### src/rtl/cpu_host_pkg.sv
// Shared definitions for the A-RISC host controller: command codes, response bytes,
// FSM state type and a state-classification helper.
package cpu_host_pkg;

  localparam int unsigned BYTE_W  = 8;
  localparam int unsigned IWORD_W = 16;
  localparam int unsigned CNT_W   = 9;

  localparam logic [BYTE_W-1:0] CMD_LOAD_I = 8'h01;
  localparam logic [BYTE_W-1:0] CMD_LOAD_D = 8'h02;
  localparam logic [BYTE_W-1:0] CMD_RUN    = 8'h03;
  localparam logic [BYTE_W-1:0] CMD_DUMP   = 8'h04;

  localparam logic [BYTE_W-1:0] RSP_ACK     = 8'hA5;
  localparam logic [BYTE_W-1:0] RSP_BADCMD  = 8'hE1;
  localparam logic [BYTE_W-1:0] RSP_BUSY    = 8'hE2;
  localparam logic [BYTE_W-1:0] RSP_TIMEOUT = 8'hEE;

  typedef enum logic [3:0] {
    S_CMD, S_ADDR, S_CNT, S_ILO, S_IHI, S_DDAT,
    S_RUN_START, S_RUN_GAP, S_RUN_WAIT, S_RD_REQ, S_RD_CAP, S_TX
  } state_e;

  // States in which the command stream may hand us a byte.
  function automatic logic is_input_state(input state_e s);
    return s inside {S_CMD, S_ADDR, S_CNT, S_ILO, S_IHI, S_DDAT};
  endfunction

  // The core owns the RAMs only while a run is in flight.
  function automatic logic is_run_state(input state_e s);
    return s inside {S_RUN_START, S_RUN_GAP, S_RUN_WAIT};
  endfunction

endpackage

### src/rtl/cpu_host_tx.sv
// Response byte register: holds m_data/m_valid until accepted and reports the
// next-cycle pending state so the command path can throttle s_ready.
module cpu_host_tx
  import cpu_host_pkg::*;
(
  input  logic              clk,
  input  logic              rstn,
  input  logic              load,
  input  logic [BYTE_W-1:0] load_data,
  input  logic              m_ready,
  output logic              m_valid,
  output logic [BYTE_W-1:0] m_data,
  output logic              pending_nxt_c
);

  logic              m_valid_q, m_valid_d;
  logic [BYTE_W-1:0] m_data_q, m_data_d;

  always_comb begin
    m_valid_d = m_valid_q && !m_ready;
    m_data_d  = m_data_q;
    if (load) begin
      m_valid_d = 1'b1;
      m_data_d  = load_data;
    end
  end

  always_ff @(posedge clk or negedge rstn) begin
    if (!rstn) begin
      m_valid_q <= 1'b0;
      m_data_q  <= '0;
    end else begin
      m_valid_q <= m_valid_d;
      m_data_q  <= m_data_d;
    end
  end

  assign m_valid       = m_valid_q;
  assign m_data        = m_data_q;
  assign pending_nxt_c = m_valid_d;

endmodule

### src/rtl/cpu_host.sv
// Host controller: byte-command loader for IRAM/DRAM, core run handshake and DRAM dump.
// Optional run watchdog enabled by defining CPU_HOST_TIMEOUT_EN.
module cpu_host
  import cpu_host_pkg::*;
#(
  parameter int unsigned W              = 8,
  parameter int unsigned TIMEOUT_CYCLES = 65535
) (
  input  logic               clk,
  input  logic               rstn,
  input  logic               s_valid,
  output logic               s_ready,
  input  logic [BYTE_W-1:0]  s_data,
  output logic               m_valid,
  input  logic               m_ready,
  output logic [BYTE_W-1:0]  m_data,
  output logic               iram_we,
  output logic [W-1:0]       iram_addr,
  output logic [IWORD_W-1:0] iram_din,
  output logic               dram_we,
  output logic [W-1:0]       dram_addr,
  output logic [W-1:0]       dram_din,
  input  logic [W-1:0]       dram_dout,
  output logic               cpu_start,
  input  logic               cpu_idle,
  output logic               host_mem_sel
);

  state_e               state_q, state_d;
  logic [BYTE_W-1:0]    cmd_q, cmd_d;
  logic [W-1:0]         addr_q, addr_d;
  logic [CNT_W-1:0]     cnt_q, cnt_d;
  logic [BYTE_W-1:0]    lo_q, lo_d;
  logic                 s_ready_q, s_ready_d;
  logic                 iram_we_q, iram_we_d;
  logic [W-1:0]         iram_addr_q, iram_addr_d;
  logic [IWORD_W-1:0]   iram_din_q, iram_din_d;
  logic                 dram_we_q, dram_we_d;
  logic [W-1:0]         dram_addr_q, dram_addr_d;
  logic [W-1:0]         dram_din_q, dram_din_d;
  logic                 cpu_start_q, cpu_start_d;
  logic                 host_mem_sel_q, host_mem_sel_d;
  logic                 xfer_c, rsp_load_c, pending_nxt_c;
  logic [BYTE_W-1:0]    rsp_data_c;

`ifdef CPU_HOST_TIMEOUT_EN
  localparam int unsigned TMO_W = $clog2(TIMEOUT_CYCLES + 1);
  logic [TMO_W-1:0] tmo_q, tmo_d;
`endif

  assign xfer_c = s_valid && s_ready_q;

  always_comb begin
    state_d        = state_q;
    cmd_d          = cmd_q;
    addr_d         = addr_q;
    cnt_d          = cnt_q;
    lo_d           = lo_q;
    iram_we_d      = 1'b0;
    iram_addr_d    = iram_addr_q;
    iram_din_d     = iram_din_q;
    dram_we_d      = 1'b0;
    dram_addr_d    = dram_addr_q;
    dram_din_d     = dram_din_q;
    cpu_start_d    = 1'b0;
    rsp_load_c     = 1'b0;
    rsp_data_c     = RSP_ACK;
`ifdef CPU_HOST_TIMEOUT_EN
    tmo_d          = tmo_q;
`endif
    case (state_q)
      S_CMD: if (xfer_c) begin
        if (s_data inside {CMD_LOAD_I, CMD_LOAD_D, CMD_DUMP}) begin
          cmd_d   = s_data;
          state_d = S_ADDR;
        end else if (s_data == CMD_RUN) begin
          // Start is registered, so it is qualified by idle as seen on the RUN byte.
          cpu_start_d = cpu_idle;
          state_d     = S_RUN_START;
        end else begin
          rsp_load_c = 1'b1;
          rsp_data_c = RSP_BADCMD;
        end
      end
      S_ADDR: if (xfer_c) begin
        addr_d  = W'(s_data);
        state_d = S_CNT;
      end
      S_CNT: if (xfer_c) begin
        cnt_d = (s_data == '0) ? CNT_W'(256) : CNT_W'(s_data);
        if (cmd_q == CMD_LOAD_I)      state_d = S_ILO;
        else if (cmd_q == CMD_LOAD_D) state_d = S_DDAT;
        else begin
          dram_addr_d = addr_q;
          state_d     = S_RD_REQ;
        end
      end
      S_ILO: if (xfer_c) begin
        lo_d    = s_data;
        state_d = S_IHI;
      end
      S_IHI: if (xfer_c) begin
        iram_we_d   = 1'b1;
        iram_addr_d = addr_q;
        iram_din_d  = {s_data, lo_q};
        addr_d      = addr_q + W'(1);
        cnt_d       = cnt_q - CNT_W'(1);
        state_d     = S_ILO;
        if (cnt_q == CNT_W'(1)) begin
          rsp_load_c = 1'b1;
          state_d    = S_CMD;
        end
      end
      S_DDAT: if (xfer_c) begin
        dram_we_d   = 1'b1;
        dram_addr_d = addr_q;
        dram_din_d  = W'(s_data);
        addr_d      = addr_q + W'(1);
        cnt_d       = cnt_q - CNT_W'(1);
        if (cnt_q == CNT_W'(1)) begin
          rsp_load_c = 1'b1;
          state_d    = S_CMD;
        end
      end
      S_RUN_START: begin
        if (!cpu_idle || !cpu_start_q) begin
          rsp_load_c = 1'b1;
          rsp_data_c = RSP_BUSY;
          state_d    = S_CMD;
        end else begin
          state_d = S_RUN_GAP;
        end
      end
      S_RUN_GAP: begin
`ifdef CPU_HOST_TIMEOUT_EN
        tmo_d = '0;
`endif
        state_d = S_RUN_WAIT;
      end
      S_RUN_WAIT: begin
        if (cpu_idle) begin
          rsp_load_c = 1'b1;
          state_d    = S_CMD;
        end
`ifdef CPU_HOST_TIMEOUT_EN
        else if (tmo_q == TMO_W'(TIMEOUT_CYCLES - 1)) begin
          rsp_load_c = 1'b1;
          rsp_data_c = RSP_TIMEOUT;
          state_d    = S_CMD;
        end else begin
          tmo_d = tmo_q + TMO_W'(1);
        end
`endif
      end
      S_RD_REQ: state_d = S_RD_CAP;
      S_RD_CAP: begin
        rsp_load_c = 1'b1;
        rsp_data_c = BYTE_W'(dram_dout);
        state_d    = S_TX;
      end
      S_TX: if (m_valid && m_ready) begin
        addr_d = addr_q + W'(1);
        cnt_d  = cnt_q - CNT_W'(1);
        if (cnt_q == CNT_W'(1)) begin
          state_d = S_CMD;
        end else begin
          dram_addr_d = addr_d;
          state_d     = S_RD_REQ;
        end
      end
      default: state_d = S_CMD;
    endcase
    host_mem_sel_d = !is_run_state(state_d);
    s_ready_d      = is_input_state(state_d) && !pending_nxt_c;
  end

  always_ff @(posedge clk or negedge rstn) begin
    if (!rstn) begin
      state_q        <= S_CMD;
      cmd_q          <= '0;
      addr_q         <= '0;
      cnt_q          <= '0;
      lo_q           <= '0;
      s_ready_q      <= 1'b0;
      iram_we_q      <= 1'b0;
      iram_addr_q    <= '0;
      iram_din_q     <= '0;
      dram_we_q      <= 1'b0;
      dram_addr_q    <= '0;
      dram_din_q     <= '0;
      cpu_start_q    <= 1'b0;
      host_mem_sel_q <= 1'b1;
    end else begin
      state_q        <= state_d;
      cmd_q          <= cmd_d;
      addr_q         <= addr_d;
      cnt_q          <= cnt_d;
      lo_q           <= lo_d;
      s_ready_q      <= s_ready_d;
      iram_we_q      <= iram_we_d;
      iram_addr_q    <= iram_addr_d;
      iram_din_q     <= iram_din_d;
      dram_we_q      <= dram_we_d;
      dram_addr_q    <= dram_addr_d;
      dram_din_q     <= dram_din_d;
      cpu_start_q    <= cpu_start_d;
      host_mem_sel_q <= host_mem_sel_d;
    end
  end

`ifdef CPU_HOST_TIMEOUT_EN
  always_ff @(posedge clk or negedge rstn) begin
    if (!rstn) tmo_q <= '0;
    else       tmo_q <= tmo_d;
  end
`endif

  cpu_host_tx u_tx (
    .clk          (clk),
    .rstn         (rstn),
    .load         (rsp_load_c),
    .load_data    (rsp_data_c),
    .m_ready      (m_ready),
    .m_valid      (m_valid),
    .m_data       (m_data),
    .pending_nxt_c(pending_nxt_c)
  );

  assign s_ready      = s_ready_q;
  assign iram_we      = iram_we_q;
  assign iram_addr    = iram_addr_q;
  assign iram_din     = iram_din_q;
  assign dram_we      = dram_we_q;
  assign dram_addr    = dram_addr_q;
  assign dram_din     = dram_din_q;
  assign cpu_start    = cpu_start_q;
  assign host_mem_sel = host_mem_sel_q;

endmodule

### config.mk
export PLATFORM = sky130hd
export DESIGN_NAME = cpu_host
export DESIGN_NICKNAME = d
export VERILOG_FILES = /design/src/rtl/cpu_host_pkg.sv /design/src/rtl/cpu_host_tx.sv /design/src/rtl/cpu_host.sv
export SDC_FILE = /design/constraint.sdc
export NUM_CORES = 1
export LEC_CHECK = 0
export CAP_MARGIN = 10
export CORE_AREA = 10 10 82 154
export DETAILED_ROUTE_END_ITERATION = 10
export DIE_AREA = 0 0 92 164
export PLACE_DENSITY = 0.68
export SKIP_LAST_GASP = 1
export SLEW_MARGIN = 20
export SYNTH_ARGS = -nofsm -noshare
export SYNTH_HDL_FRONTEND = slang
export SYNTH_SLANG_ARGS = --single-unit
export TNS_END_PERCENT = 30
### constraint.sdc
create_clock -name clk -period 2.4 [get_ports clk]
set_input_delay 0.48 -clock clk [delete_from_list [all_inputs] [get_ports clk]]
set_output_delay 0.48 -clock clk [all_outputs]
set_load 0.01 [all_outputs]
==> flow_summary.ini, run 1 <==
[status]
outcome = complete, no violations

[timing]
slew_headroom_pct = 62.7
slew_viol_final = 0
period_share_pct = 92.1
setup_viol = 0
grt_setup_unrepaired = false
clock-skew-final_ps = 3.23
period_minus_slack_ps = 2210
hold_viol = 0
fmax_mhz = 453
worst_slew_pin_slew_ps = 555

[place]
port_buffers = 74
dp_cells = 637
place_hpwl_mm = 8.78
place_area_sq_um = 5490
gp_congestion = 0.894

[grt]
grt_pass1_vias = 3656
antenna_found_initial = 0
gr-total-overflow = 0
grt_util_all_layers_pct = 15.6
grt_max_degree = 54
grt_first_pass_wirelength_mm = 18.7

[setup_path]
crit_type = flip-flop to flip-flop
rr_worst_depth = 5
cp_data_required_time_ps = 2630
r2r-end = dram_addr[3]$_DFFE_PN0P_
setup.worst_path.start = state_q[2]$_DFF_PN0_
endpoint_kind = flip-flop
r2r_start = state_q[2]$_DFF_PN0_
start_kind = flip-flop
rrSetupSlack_ps = 190
crit_fanout = 16
critPathArrivalTime_ps = 2440

[hold_path]
hp-class = input port to async pin

[cts]
cts_tree = yes
cts_setup_buffers = 0
clock_path_buffers = 2
ctsResizeCount = 0
clk_latency_ps = 340
cts_root_buffer = clkbuf_16
holdBufCountCts = 0
h-tree-depth = 3
numCtsBuffers = 9
cts.sinks = 91
clkTransAtPathRegs_ps = 60

[power_and_ir_drop]
swShare_pct = 22.0
pwr-share-clk_pct = 46.5
power_frac_comb_pct = 3.6
internal_power_w = 0.00240
vdd_drop_max_v = 0.000344
netSwitchingPower_w = 0.000676
total_power_w = 0.00308
power_frac_seq_pct = 49.9
leakage_nw = 2.74
p_per_area_nw_per_um2 = 531

[die]
die_w_microns = 92
coreArea_sq_um = 10100
io_pins = 75
die_y_microns = 164
dieArea_sq_um = 15100
initial_core_util_pct = 43.5
num_rows = 52

[yosys]
synth_flop_cell = dfrtp_1
yosysTopAreaCell = dfrtp_1
ys_warn_count = 0
synth_xor_area_share_pct = 1.79
ys_top_cells_by_area = dfrtp_1, mux2_2, nand2_1, mux2_4, a21oi_1
synth_mux_area_share_pct = 12.0
synth-simple-area-share_pct = 18.2
synth_edf_count = 0
synth_top_family_by_area = simple AND/OR/NAND/NOR gates
postSynthCellCount = 415
netlist_area_sq_um = 4420
synth_top_area_share_pct = 51.0
ys_ff_latch = 91
synth_nets = 439
seq_area_frac_synth_pct = 51.6
synth_compound_area_share_pct = 12.6
async_reset_ff_share_pct = 100
yosysUniqueCellTypes = 64
synth_fa_ha_area_share_pct = 0.850
syn_avg_cell_area_sq_um = 10.6

[final_layout]
synthToLayoutAreaGrowth_pct = 31.2
final_cell_mix = dfrtp_1, clkdlybuf4s50_1, nand2_1
layout-drive-gt1-share_pct = 18.3
layout_commonest_cell = dfrtp_1
final-instance-count-excl-fill = 653
diodes = 0
nets = 537
postLayoutCoreUtil_pct = 57.1
design_area_sq_um = 5790

[drt]
postRouteAntennaNets = 0
drtIter0Drc = 248
drcViolationCount = 0
num_vias = 3471
avgViaCountPerCell = 5.32
wl_per_cell_microns = 17.5
firstDrtPassIters = 4
routed_wl_mm = 11.5

[run]
maxCapViolCount = 0
-- flip-flops by register name, summed over array words and instances (netlist names) --
signal,flops
iram_din,16
lo_q,8
iram_we,1
s_ready,1
cnt_q,9
addr_q,8
u_tx.m_valid,1
cmd_q,8
u_tx.m_data,8
state_q,4
iram_addr,8
dram_din,8
dram_we,1
host_mem_sel,1
dram_addr,8
cpu_start,1
-- synth_stat cells (5+ instances only) --
cell type  number
a21oi_1        19
and3_1          7
buf_2           9
clkbuf_1        7
dfrtp_1        90
inv_1          12
mux2_2         30
mux2_4          7
nand2_1        54
nand2b_1        6
nand3_1         6
nor2_1         25
nor2b_1         9
nor3_1         10
o21ai_0        11
o21ai_1        16
o22a_1          5
xnor2_1         5
-- how the worst max path moves through the flow --
stage | endpoint | slack (ps)
final | dram_addr[3]$_DFFE_PN0P_ | 190
after CTS | dram_addr[3]$_DFFE_PN0P_ | 210
after global placement | cmd_q[2]$_DFFE_PN0P_ | -40
after detailed placement | cmd_q[0]$_DFFE_PN0P_ | -90
after floorplan | dram_addr[0]$_DFFE_PN0P_ | 460
after global routing | dram_addr[3]$_DFFE_PN0P_ | 130
-- cells by family after synthesis --
family,after synthesis
compound gates,84
fa+ha+maj,3
flops,91
simple gates,153
buf+inv,30
mux,45
xor+xnor,9
-- power groups by stage --
| stage | sequential, W | clock (W) | combinational [W] |
|---|---|---|---|
| 5_1_grt | 0.00153 | 0.00155 | 0.000122 |
| 4_1_cts | 0.00153 | 0.00148 | 0.000115 |
| 3_3_place_gp | 0.00156 | 0 | 0.000114 |
| 3_5_place_dp | 0.00156 | 0 | 0.000115 |
| 2_1_floorplan | 0.00156 | 0 | 0.0000145 |
| 6_report | 0.00153 | 0.00143 | 0.000111 |
-- layer usage --
layer / share of wire [%] / wire, microns / GRT usage (%) / up-vias
met4: 2.5 / 289 / 7.33 / 0
met2: 56 / 6420 / 28.6 / 86
met5: 0 / 0 / 0 / -
li1: - / - / - / 1678
met3: 4.5 / 516 / 4.07 / 21
met1: 37 / 4230 / 15.9 / 1686
-- cell type report --
class,instances,area [sq um]
clock buffer,10,229
sequential,91,2280
clock inverter,6,72.6
inverter,13,48.8
fill,906,4360
timing repair buffer,104,988
multi-input combinational,294,2010
tap,135,169
-- per-stage QoR --
stage	setup slack (ps)	hold WS [ps]	TNS, ps
5_1_grt	132	116	0
2_1_floorplan	460	184	0
3_3_place_gp	-38.5	455	-114
3_5_place_dp	-92.8	467	-273
4_1_cts	207	108	0
6_report	190	89.1	0
-- critical path: stages (launching register included) --
cell and delay [ps]:
dfrtp_1 570, or4b_4 610, a311o_1 340, nand3_2 110
nand2_4 130, mux2_4 320
Note: power is estimated with default switching activity, not from simulation.
==> inputs of run 2 (changes only) <==
--- a/config.mk
+++ b/config.mk
@@ -5,7 +5,7 @@
 export SDC_FILE = /design/constraint.sdc
 export NUM_CORES = 1
 export LEC_CHECK = 0
-export CAP_MARGIN = 10
+export CAP_MARGIN = 5
 export CORE_AREA = 10 10 82 154
 export DETAILED_ROUTE_END_ITERATION = 10
 export DIE_AREA = 0 0 92 164
==> results of run 2 <==
No change in the layout: final DEF, timing and power equal those of run 1.
==> inputs of run 3 (changes only) <==
--- a/config.mk
+++ b/config.mk
@@ -10,6 +10,8 @@
 export DETAILED_ROUTE_END_ITERATION = 10
 export DIE_AREA = 0 0 92 164
 export PLACE_DENSITY = 0.68
+export RECOVER_POWER = 50
+export SKIP_CTS_REPAIR_TIMING = 1
 export SKIP_LAST_GASP = 1
 export SLEW_MARGIN = 20
 export SYNTH_ARGS = -nofsm -noshare
==> run 3 against run 2 <==
Count of clock-buffer cells in the layout did not move. Final area about the same. Critical path depth unchanged. Combinational power hardly changed. Maximum frequency about the same. First-iteration DRC count decreased by 0.81%. Wire length about the same. Non-clock buffer count is the same. Largest cell class unchanged. Largest power group unchanged.
==> flow_summary.ini, run 3 (synthesis results as in run 1) <==
[timing]
period_share_pct = 92.0
slew_headroom_pct = 35.4
hold_viol = 0
final.setup.tns_ps = 0
grt_setup_unrepaired = false
clock-skew-final_ps = 3.23
slew_viol_final = 0
fmax_mhz = 453
period_minus_slack_ps = 2210
setup_viol = 0
fin_ws_ps = 192
worst_slew_pin_slew_ps = 969
holdWs_ps = 270

[final_layout]
final_cell_mix = dfrtp_1, nand2_1, clkdlybuf4s50_1
layout_commonest_cell = dfrtp_1
synthToLayoutAreaGrowth_pct = 31.1
nets = 537
largest_reg_flops = 16
fill_cells = 907
register_area_sq_um = 2280
diodes = 0
layout-drive-gt1-share_pct = 18.3
multi_input_area_sq_um = 2010

[cts]
cts.sinks = 91
cts_root_buffer = clkbuf_16
cts_tree = yes
numCtsBuffers = 9
clkTransAtPathRegs_ps = 60
h-tree-depth = 3
clk_latency_ps = 340
clock_path_buffers = 2

[power_and_ir_drop]
power_frac_comb_pct = 3.6
internal_power_w = 0.00240
swShare_pct = 22.0
netSwitchingPower_w = 0.000678
power_frac_seq_pct = 49.8
p_per_area_nw_per_um2 = 531
leakage_nw = 2.82
pwr-share-clk_pct = 46.6
vdd_drop_max_v = 0.000344
total_power_w = 0.00308

[grt]
gr-total-overflow = 0
antenna_found_initial = 0
grt_first_pass_wirelength_mm = 18.7
grt_util_all_layers_pct = 15.6
grt_pass1_vias = 3656
grt_max_degree = 54

[setup_path]
rrSetupSlack_ps = 190
crit_type = flip-flop to flip-flop
r2r-end = dram_addr[3]$_DFFE_PN0P_
r2r_start = state_q[2]$_DFF_PN0_
cp_cell_sequence = or4b_4, a311o_1, nand3_2, nand2_4, mux2_4
critPathArrivalTime_ps = 2440
start_kind = flip-flop
crit_fanout = 16
crit_family = simple AND/OR/NAND/NOR gates
cp_num_buf_inv = 0
cp_slowest_cell = or4b_4
endpoint_kind = flip-flop
rr_worst_depth = 5
cpPeakStageDelay_ps = 610
cp_data_required_time_ps = 2630

[die]
io_pins = 75
coreArea_sq_um = 10100
initial_core_util_pct = 43.5
dieArea_sq_um = 15100
num_rows = 52
die_w_microns = 92
die_y_microns = 164

[drt]
firstDrtPassIters = 4
avgViaCountPerCell = 5.33
wl_per_cell_microns = 17.5
num_vias = 3482
postRouteAntennaNets = 0
drtIter0Drc = 246
routed_wl_mm = 11.4
drcViolationCount = 0

[place]
gp_congestion = 0.894
place_hpwl_mm = 8.78
port_buffers = 74
post-place-ws_ps = -92.8

[run]
maxCapViolCount = 0

[hold_path]
hp-class = input port to async pin

[status]
outcome = complete, no violations
-- run 3: through the flow --
| stage | cells | area, sq um | utilization [%] |
|---|---|---|---|
| final | 653 | 5790 | 57.0 |
| after global routing | 653 | 5790 | 57.0 |
| after CTS | 653 | 5790 | 57.1 |
| after detailed placement | 637 | 5490 | 54.1 |
| after global placement | 637 | 5490 | 54.1 |
| after floorplan | 415 | 4420 | - |
-- run 3: worst max path at each step --
stage / startpoint / to / slack (ps) / cells past startpoint
floorplan: state_q[0]$_DFF_PN0_ / dram_addr[0]$_DFFE_PN0P_ / 460 / 6
global placement: s_data[7] / cmd_q[2]$_DFFE_PN0P_ / -40 / 5
detailed placement: s_data[7] / cmd_q[0]$_DFFE_PN0P_ / -90 / 5
CTS: state_q[2]$_DFF_PN0_ / dram_addr[3]$_DFFE_PN0P_ / 210 / 5
global route: state_q[2]$_DFF_PN0_ / dram_addr[3]$_DFFE_PN0P_ / 130 / 5
finish: state_q[2]$_DFF_PN0_ / dram_addr[3]$_DFFE_PN0P_ / 190 / 5
-- run 3: worst register-to-register path: cells and delay by family (launching register included) --
family	cells	cell delay (ps)
AND/OR/NAND/NOR	3	850
flip-flops	1	570
AO/OA/AOI/OAI	1	340
multiplexers	1	330
-- run 3: power by group through the flow --
stage          Sequential, W  Combinational, W  Clock (W)
5_1_grt              0.00153          0.000122    0.00155
2_1_floorplan        0.00156         0.0000145          0
3_5_place_dp         0.00156          0.000115          0
4_1_cts              0.00153          0.000115    0.00148
6_report             0.00153          0.000111    0.00143
3_3_place_gp         0.00156          0.000114          0
-- run 3: cell type report --
cell class	instances	share of cell area (%)
inverters	13	0.843
multi-input cells	294	34.6
well taps	135	2.92
clock buffers	10	3.96
clock inverters	6	1.25
flip-flops and latches	91	39.4
repair buffers	104	17.0
-- run 3: routing by layer --
layer	wire length, microns	vias to the layer above	GRT usage, %
met5	0	-	0
met4	289	0	7.33
met3	531	21	4.07
met2	6410	91	28.6
met1	4210	1691	15.9
li1	-	1679	-
